==> config.mk <==
export PLATFORM = sky130hd
export DESIGN_NAME = led_matrix_scan_driver
export DESIGN_NICKNAME = d
export VERILOG_FILES = /design/src/rtl/led_matrix_scan_driver.sv
export SDC_FILE = /design/constraint.sdc
export NUM_CORES = 2
export LEC_CHECK = 0
export ABC_CLOCK_PERIOD_IN_PS = 7100
export CAP_MARGIN = 20
export CORE_MARGIN = 5
export CORE_UTILIZATION = 56
export CTS_CLUSTER_SIZE = 30
export DETAILED_ROUTE_END_ITERATION = 10
export PLACE_DENSITY_LB_ADDON = 0.15
export SYNTH_ARGS = -nofsm -noshare
export SYNTH_HDL_FRONTEND = slang
export SYNTH_SLANG_ARGS = --single-unit
==> constraint.sdc <==
create_clock -name clk -period 7.1 [get_ports clk]
set_input_delay 1.775 -clock clk [delete_from_list [all_inputs] [get_ports clk]]
set_output_delay 1.775 -clock clk [all_outputs]
set_load 0.05 [all_outputs]
==> src/rtl/led_matrix_scan_driver.sv <==
// led_matrix_scan_driver
//   Scan driver for a 32x32 HUB75 panel with 1/16 multiplexing. Two half-panels
//   are shifted in parallel from an internal 1-bit-per-colour frame buffer.
//   The next row is shifted while the current row is lit. The panel is then
//   blanked, the shifted data is latched, and the new row is selected.
//
// Ports
//   clk, reset_n        system clock, asynchronous active-low reset
//   wr_en/addr/data     frame-buffer write port; addr = {row[4:0], col[4:0]},
//                       data = {r,g,b}; rows 0-15 top half, 16-31 bottom half
//   mclk                panel shift clock
//   red/green/blue_1    top-half pixel data
//   red/green/blue_2    bottom-half pixel data
//   row_sel             {d,c,b,a} scan row
//   latch               active-high latch pulse
//   output_en           panel OE, active-low (1 = blanked)
//   frame_start         one-cycle pulse on the first shift cycle of row 0
module led_matrix_scan_driver #(
  parameter int unsigned COLS    = 32,
  parameter int unsigned CLK_DIV = 2,
  parameter int unsigned ON_TIME = 256
) (
  input  logic       clk,
  input  logic       reset_n,
  input  logic       wr_en,
  input  logic [9:0] wr_addr,
  input  logic [2:0] wr_data,
  output logic       mclk,
  output logic       red_1,
  output logic       green_1,
  output logic       blue_1,
  output logic       red_2,
  output logic       green_2,
  output logic       blue_2,
  output logic [3:0] row_sel,
  output logic       latch,
  output logic       output_en,
  output logic       frame_start
);

  localparam int unsigned COL_W = (COLS > 1) ? $clog2(COLS) : 1;
  localparam int unsigned PH_N  = 2 * CLK_DIV;
  localparam int unsigned PH_W  = $clog2(PH_N);
  localparam int unsigned ON_W  = $clog2(ON_TIME + 1);
  localparam int unsigned AW    = 4 + COL_W;
  localparam int unsigned DEPTH = 16 << COL_W;

  typedef enum logic [2:0] {
    IDLE,
    SHIFT,
    WAIT,
    BLANK,
    LATCH
  } state_t;

  state_t          state, state_d;
  logic [PH_W-1:0] phase, phase_d;
  logic [COL_W-1:0] col, col_d;
  logic [3:0]      shift_row, shift_row_d;
  logic [ON_W-1:0] on_cnt, on_cnt_d;
  logic            lit, lit_d;
  logic            armed;
  logic            on_done, col_last, ph_last;

  // Frame buffer: one array per half-panel, indexed {row_in_half, col}.
  logic [2:0]    mem_top [DEPTH];
  logic [2:0]    mem_bot [DEPTH];
  logic [AW-1:0] wr_idx;
  logic [AW-1:0] rd_idx;
  logic          rd_en;
  logic [2:0]    top_q, bot_q;

  assign wr_idx = {wr_addr[8:5], wr_addr[COL_W-1:0]};
  assign rd_idx = {shift_row, col};
  assign rd_en  = (state == SHIFT) && (phase == '0);

  always_ff @(posedge clk) begin
    if (wr_en) begin
      if (wr_addr[9]) mem_bot[wr_idx] <= wr_data;
      else            mem_top[wr_idx] <= wr_data;
    end
  end

  // Registered read: a read on the same edge as a write returns the old word.
  // These registers drive the colour pins directly. Their contents hold from
  // phase cycle 1 through the end of the column.
  always_ff @(posedge clk or negedge reset_n) begin
    if (!reset_n) begin
      top_q <= '0;
      bot_q <= '0;
    end else if (rd_en) begin
      top_q <= mem_top[rd_idx];
      bot_q <= mem_bot[rd_idx];
    end
  end

  assign {red_1, green_1, blue_1} = top_q;
  assign {red_2, green_2, blue_2} = bot_q;

  // State register
  always_ff @(posedge clk or negedge reset_n) begin
    if (!reset_n) begin
      state     <= IDLE;
      phase     <= '0;
      col       <= '0;
      shift_row <= '0;
      on_cnt    <= '0;
      lit       <= 1'b0;
      armed     <= 1'b0;
    end else begin
      state     <= state_d;
      phase     <= phase_d;
      col       <= col_d;
      shift_row <= shift_row_d;
      on_cnt    <= on_cnt_d;
      lit       <= lit_d;
      armed     <= 1'b1;
    end
  end

  // The threshold is ON_TIME-1 because this test runs in the last lit cycle.
  // That row has then been lit for exactly ON_TIME cycles when BLANK begins.
  assign on_done  = (on_cnt >= ON_W'(ON_TIME - 1));
  assign col_last = (col == COL_W'(COLS - 1));
  assign ph_last  = (phase == PH_W'(PH_N - 1));

  always_comb begin
    state_d     = state;
    phase_d     = phase;
    col_d       = col;
    shift_row_d = shift_row;
    lit_d       = lit;
    on_cnt_d    = (on_cnt == ON_W'(ON_TIME)) ? on_cnt : on_cnt + 1'b1;

    case (state)
      IDLE: begin
        // armed delays the exit by one full cycle after reset release.
        if (armed) begin
          state_d     = SHIFT;
          phase_d     = '0;
          col_d       = '0;
          shift_row_d = '0;
        end
      end
      SHIFT: begin
        if (ph_last) begin
          phase_d = '0;
          if (col_last) begin
            col_d   = '0;
            state_d = (!lit || on_done) ? BLANK : WAIT;
          end else begin
            col_d = col + 1'b1;
          end
        end else begin
          phase_d = phase + 1'b1;
        end
      end
      WAIT: begin
        if (on_done) state_d = BLANK;
      end
      BLANK: begin
        state_d = LATCH;
      end
      LATCH: begin
        state_d     = SHIFT;
        shift_row_d = shift_row + 4'd1;
        lit_d       = 1'b1;
        on_cnt_d    = '0;
      end
      default: begin
        state_d = IDLE;
      end
    endcase
  end

  // Panel controls are registered from the next-state values. They stay
  // aligned with the state register and come straight off flops.
  always_ff @(posedge clk or negedge reset_n) begin
    if (!reset_n) begin
      mclk        <= 1'b0;
      latch       <= 1'b0;
      output_en   <= 1'b1;
      frame_start <= 1'b0;
      row_sel     <= '0;
    end else begin
      mclk        <= (state_d == SHIFT) && (phase_d >= PH_W'(CLK_DIV));
      latch       <= (state_d == LATCH);
      output_en   <= !(lit_d && ((state_d == SHIFT) || (state_d == WAIT)));
      frame_start <= (state_d == SHIFT) && (state != SHIFT) && (shift_row_d == '0);
      if (state_d == LATCH) row_sel <= shift_row;
    end
  end

endmodule

After elaboration in Yosys (flattened, before gate mapping)
Memory sizes are Yosys's and may differ from the RTL's. A register that Yosys moved wholly into a read port is not among the register bits.
Index checks and enable logic that the tools add are counted.
- add/subtract/negate cells: 4
- $lt $le $gt $ge: 2
- equal/unequal tests: 14
- muxes and demuxes: 24
- reductions and logical operators: 16
- operator list (cell ; count):
    9-bit 2-to-1 mux ; 2
    5-bit 2-to-1 mux ; 3
    3-bit one-hot mux with 5 select lines ; 1
    3-bit 2-to-1 mux ; 4
    5-bit one-hot mux with 2 select lines ; 1
    9-bit by 1-bit adder with 9-bit output, second input constant ; 1
    3-bit by 2-bit equality test with 1-bit output, second input constant ; 3
    9-bit equality test, second input constant ; 1
    9-bit by 8-bit >= comparator with 1-bit output, second input constant ; 1
    1-bit 2-to-1 mux ; 8
    4-bit one-hot mux with 2 select lines ; 1
    3-bit by 1-bit equality test with 1-bit output, second input constant ; 2
    3-bit equality test, second input constant ; 2
    5-bit by 1-bit adder with 5-bit output, second input constant ; 1
    5-bit equality test, second input constant ; 1
    1-bit logical AND ; 5
    4-bit by 1-bit adder with 4-bit output, second input constant ; 1
    1-bit logical NOT ; 4
    4-bit logical NOT ; 1
    2-bit 2-to-1 mux ; 2
    4-bit 2-to-1 mux ; 1
    2-bit != test, second input constant ; 2
    2-bit one-hot mux with 2 select lines ; 1
    3-bit logical NOT ; 1
    9 further kinds ; 10
- bits in registers: 33
- RAM bits: 3072
- input bits: 16
- memories: 2
- memory list (name ; words ; bits a word ; read ports ; clocked after Yosys merged registers in ; wr ports ; RTL line ; source):
    mem_bot ; 512 ; 3 ; 1 ; 1 ; 1 ; 67 ; logic [2:0] mem_bot [DEPTH];
    mem_top ; 512 ; 3 ; 1 ; 1 ; 1 ; 66 ; logic [2:0] mem_top [DEPTH];

Logic depth before layout (Yosys ltp)
- depth after elaboration: 10
- depth in mapped cells: 15
- gate-level depth less buffers: 10

Least setup slack after synthesis
Ideal clock, no wire load.
- path type: in2reg
- start point: input wr_addr[0]
- end point: memory mem_top[13][0] (enable)
- library setup time: 319 ps
- arrival time: 3109 ps
- required time: 6781 ps
- slack: 3672 ps
- stages: 6
- cells stage by stage: clkbuf_1 nor2b_1 nor2b_1 nand3_1 clkbuf_1 nor2_1
- RTL lines (item ; RTL line ; source):
    start: declaration ; 26 ; input logic [9:0] wr_addr,
    end: declaration ; 66 ;
No word-level cell before the write port.

==> qor.txt <==
status = complete, no violations
startpoint types = register
CTS Root Cell = clkbuf_16
Max Clock Skew = 0.0526 ns
worst hold path depth = 2
Initial Util = 0.561
Synth Warn # = 0
vias post-DR = 65500
maximum clock rate = 220 MHz
RSZ-0062 raised after global routing = false
HP Class = reg2reg
cells after synthesis = 6503
drt via density = 6.69
Min Clock Period, post-route = 4.55 ns
Die X = 481 µm
DP HPWL = 192000 µm
sequential share of the synthesized area = 0.750
final hold violations = 0
critical path's top delay family = compound AO/OA/AOI/OAI gates
Max-Cap Viols = 0
TNS Setup = 0 ns
later-pin clock latency in the skew report = 0.95 ns
Yosys reg bits = 3111
CP endpoint kind = register
share of layout cells above drive strength 1 = 0.213
crit path DAT = 5.31 ns
pre-CTS WS = 1.74 ns
worst slew pin tran = 1.22 ns
clk buf depth = 4
Cell Area, Synth = 0.124 mm²
std cell rows = 173
DRC errors left = 0
area delta synth->final = 10.8%
initial antenna violation count = 22
critical path, cell by cell = buf_4 > buf_4 > mux4_2 > and2_1 > a211oi_1 > a2111oi_0 > a311oi_1 > o311ai_1
die area = 0.231 mm²
total CTS buffers = 326
Crit Path Category = reg2reg
Ports = 30
CP Buf/Inv Count = 2
nets = 6587
Placement Cell Area = 0.128 mm²
R2R depth = 8
total track usage = 0.291
syn_nets = 6527
I/O Buffers = 29
vias in the first global route = 65900
CORE AREA = 0.221 mm²
most used cell, CP = buf_4
WP data required = 7.86 ns
pwr/cell area = 346 mW/mm²
Pre-antenna DRT Iters = 5
mean post-synth cell area = 19.1 µm²
Final Util = 0.622
clock sinks = 3111
post-route ant nets = 0
Slowest-stage cell, CP = a311oi_1
Unique masters post-synth = 78
CP max stage delay = 0.96 ns
wire per inst = 34.2 µm
initial DRC count = 9517
routability cong. = 0.841
Clk pin slew, worst setup/hold paths = 0.06 ns
post-CTS setup buffer count = 0
Worst slew margin = 0.182
Clock H-tree levels = 5
post_cts resized = 0
gr ovfl total = 0
CP Max Fanout = 26
first-pass GRT wire length = 480000 µm
fin crit share = 0.642
Stages on worst setup path = 8
wirelength, routed = 334000 µm
Synth async-reset ratio = 0.0125
Slew Viols, Final = 0
largest net degree at the start of global routing = 205
maximum VDD drop = 281 µV
LEAKAGE = 41.7 nW
Post-synth top flop = edfxtp_1
Post-synth EDFFs = 3072
Setup violations, final = 0
post-cts hold buffer count = 0
Die Height = 481 µm
CTS tree = yes
Design Area, Final = 0.138 mm²
Final WS setup = 2.55 ns
[metrics by stage]
step | instances | hold slack [ns] | power, mW
4_1_cts | 9770 | 0.494 | 47.9
2_1_floorplan | 6503 | 0.453 | 28.5
6_report | 9783 | 0.493 | 47.7
5_1_grt | 9780 | 0.533 | 49.2
3_3_place_gp | 9208 | 0.469 | 31.6
3_5_place_dp | 9209 | 0.480 | 31.7
[routing by layer]
layer | share of wire | global-route usage
met3 | 0.10 | 0.0561
met4 | 0.038 | 0.104
met5 | 0.00016 | 0
met2 | 0.47 | 0.448
met1 | 0.39 | 0.424
[area by class of cell]
| cell class | count | area (µm²) |
|---|---|---|
| diodes | 12 | 30.0 |
| clock buffers | 400 | 8580 |
| clock inverters | 161 | 1440 |
| fillers | 15400 | 83800 |
| inverters | 14 | 58.8 |
| multi-input cells | 2900 | 28500 |
| flip-flops and latches | 3111 | 93200 |
| well taps | 2975 | 3720 |
| repair buffers | 210 | 2040 |
[Yosys cell counts (all sizes together) (22+ instances only)]
master  instances  area [µm²]
o21ai          38         190
nor2b          38         238
a22oi         116         871
nor2         1074        4030
edfxtp       3072       92200
dfrtp          38         951
buf           259        1830
nand2         193         724
clkbuf        219         827
a211oi         29         218
mux4          750       16900
a21oi          75         375
mux2i         181        1810
o22ai          48         300
nor3           22         110
nand3          59         295
[cells in the final DEF, fill, tap and decap left out, types with 22 or more instances in the layout]
cell type        netlist  layout
buf_4                 78     148
nand3_1               59      51
buf_12                 3      31
nor3_1                22      22
bufinv_16              0      27
clkbuf_16              0     333
mux2i_1              181     181
nand2_2                0      27
clkbuf_1             217      67
a211oi_1              29      29
clkdlybuf4s50_1        0      25
edfxtp_1            3072    3072
o21ai_0               37      37
a22oi_1              116     116
mux4_2               745     745
nor2_1              1073    1070
clkinv_1               3      67
nor2b_1               38      32
dfrtp_1               38      32
nand2_1              193     166
a21oi_1               75      75
o22ai_1               48      48
clkinv_2               0      57
[power by group]
group | switching [mW] | total, mW | internal, mW
logic | 6.15 | 10.8 | 4.67
clock network | 6.84 | 16.4 | 9.52
registers | 0.265 | 20.5 | 20.2
total | 13.3 | 47.7 | 34.4
[sequential cells by signal (all words and copies together) (netlist names)]
| register | count |
|---|---|
| mem_bot | 1536 |
| mem_top | 1536 |
| on_cnt | 9 |
| col | 5 |
| row_sel | 4 |
| shift_row | 4 |
| bot_q | 3 |
| state | 3 |
| top_q | 3 |
| phase | 2 |
| armed | 1 |
| frame_start | 1 |
| latch | 1 |
| lit | 1 |
| mclk | 1 |
| output_en | 1 |
[worst reg2reg max path, stage by stage (launching register included)]
cell       delay [ns]
dfrtp_4          0.90
buf_4            0.58
buf_4            0.55
mux4_2           0.58
and2_1           0.16
a211oi_1         0.28
a2111oi_0        0.13
a311oi_1         0.96
o311ai_1         0.24
[final timing paths]
path,start,slack (ns),endpoint
worst min-delay path,row_sel[2]$_DFFE_PN0P_,0.49,row_sel[2]$_DFFE_PN0P_
worst max-delay path,col[0]$_DFFE_PN0P_,2.55,bot_q[1]$_DFFE_PN0P_
worst max register to register,col[0]$_DFFE_PN0P_,2.55,bot_q[1]$_DFFE_PN0P_
worst min register to register,row_sel[2]$_DFFE_PN0P_,0.49,row_sel[2]$_DFFE_PN0P_
max in group asynchronous,reset_n,5.51,col[3]$_DFFE_PN0P_
min in group asynchronous,reset_n,0.97,top_q[2]$_DFFE_PN0P_
[kinds of logic (layout without fill, tap and decap cells)]
kind of cell | after synthesis | after routing | share of synthesized area
buffers and inverters | 492 | 785 | 0.0218
multiplexers | 951 | 951 | 0.152
adder cells (fa/ha/maj) | 8 | 8 | 0.000806
AND/OR/NAND/NOR | 1493 | 1493 | 0.0493
AO/OA/AOI/OAI | 443 | 443 | 0.0251
XOR/XNOR | 4 | 4 | 0.000282
other | 1 | 13 | 0.0000302
flip-flops | 3111 | 3111 | 0.750
No activity file was read; power rests on OpenSTA's default activity.
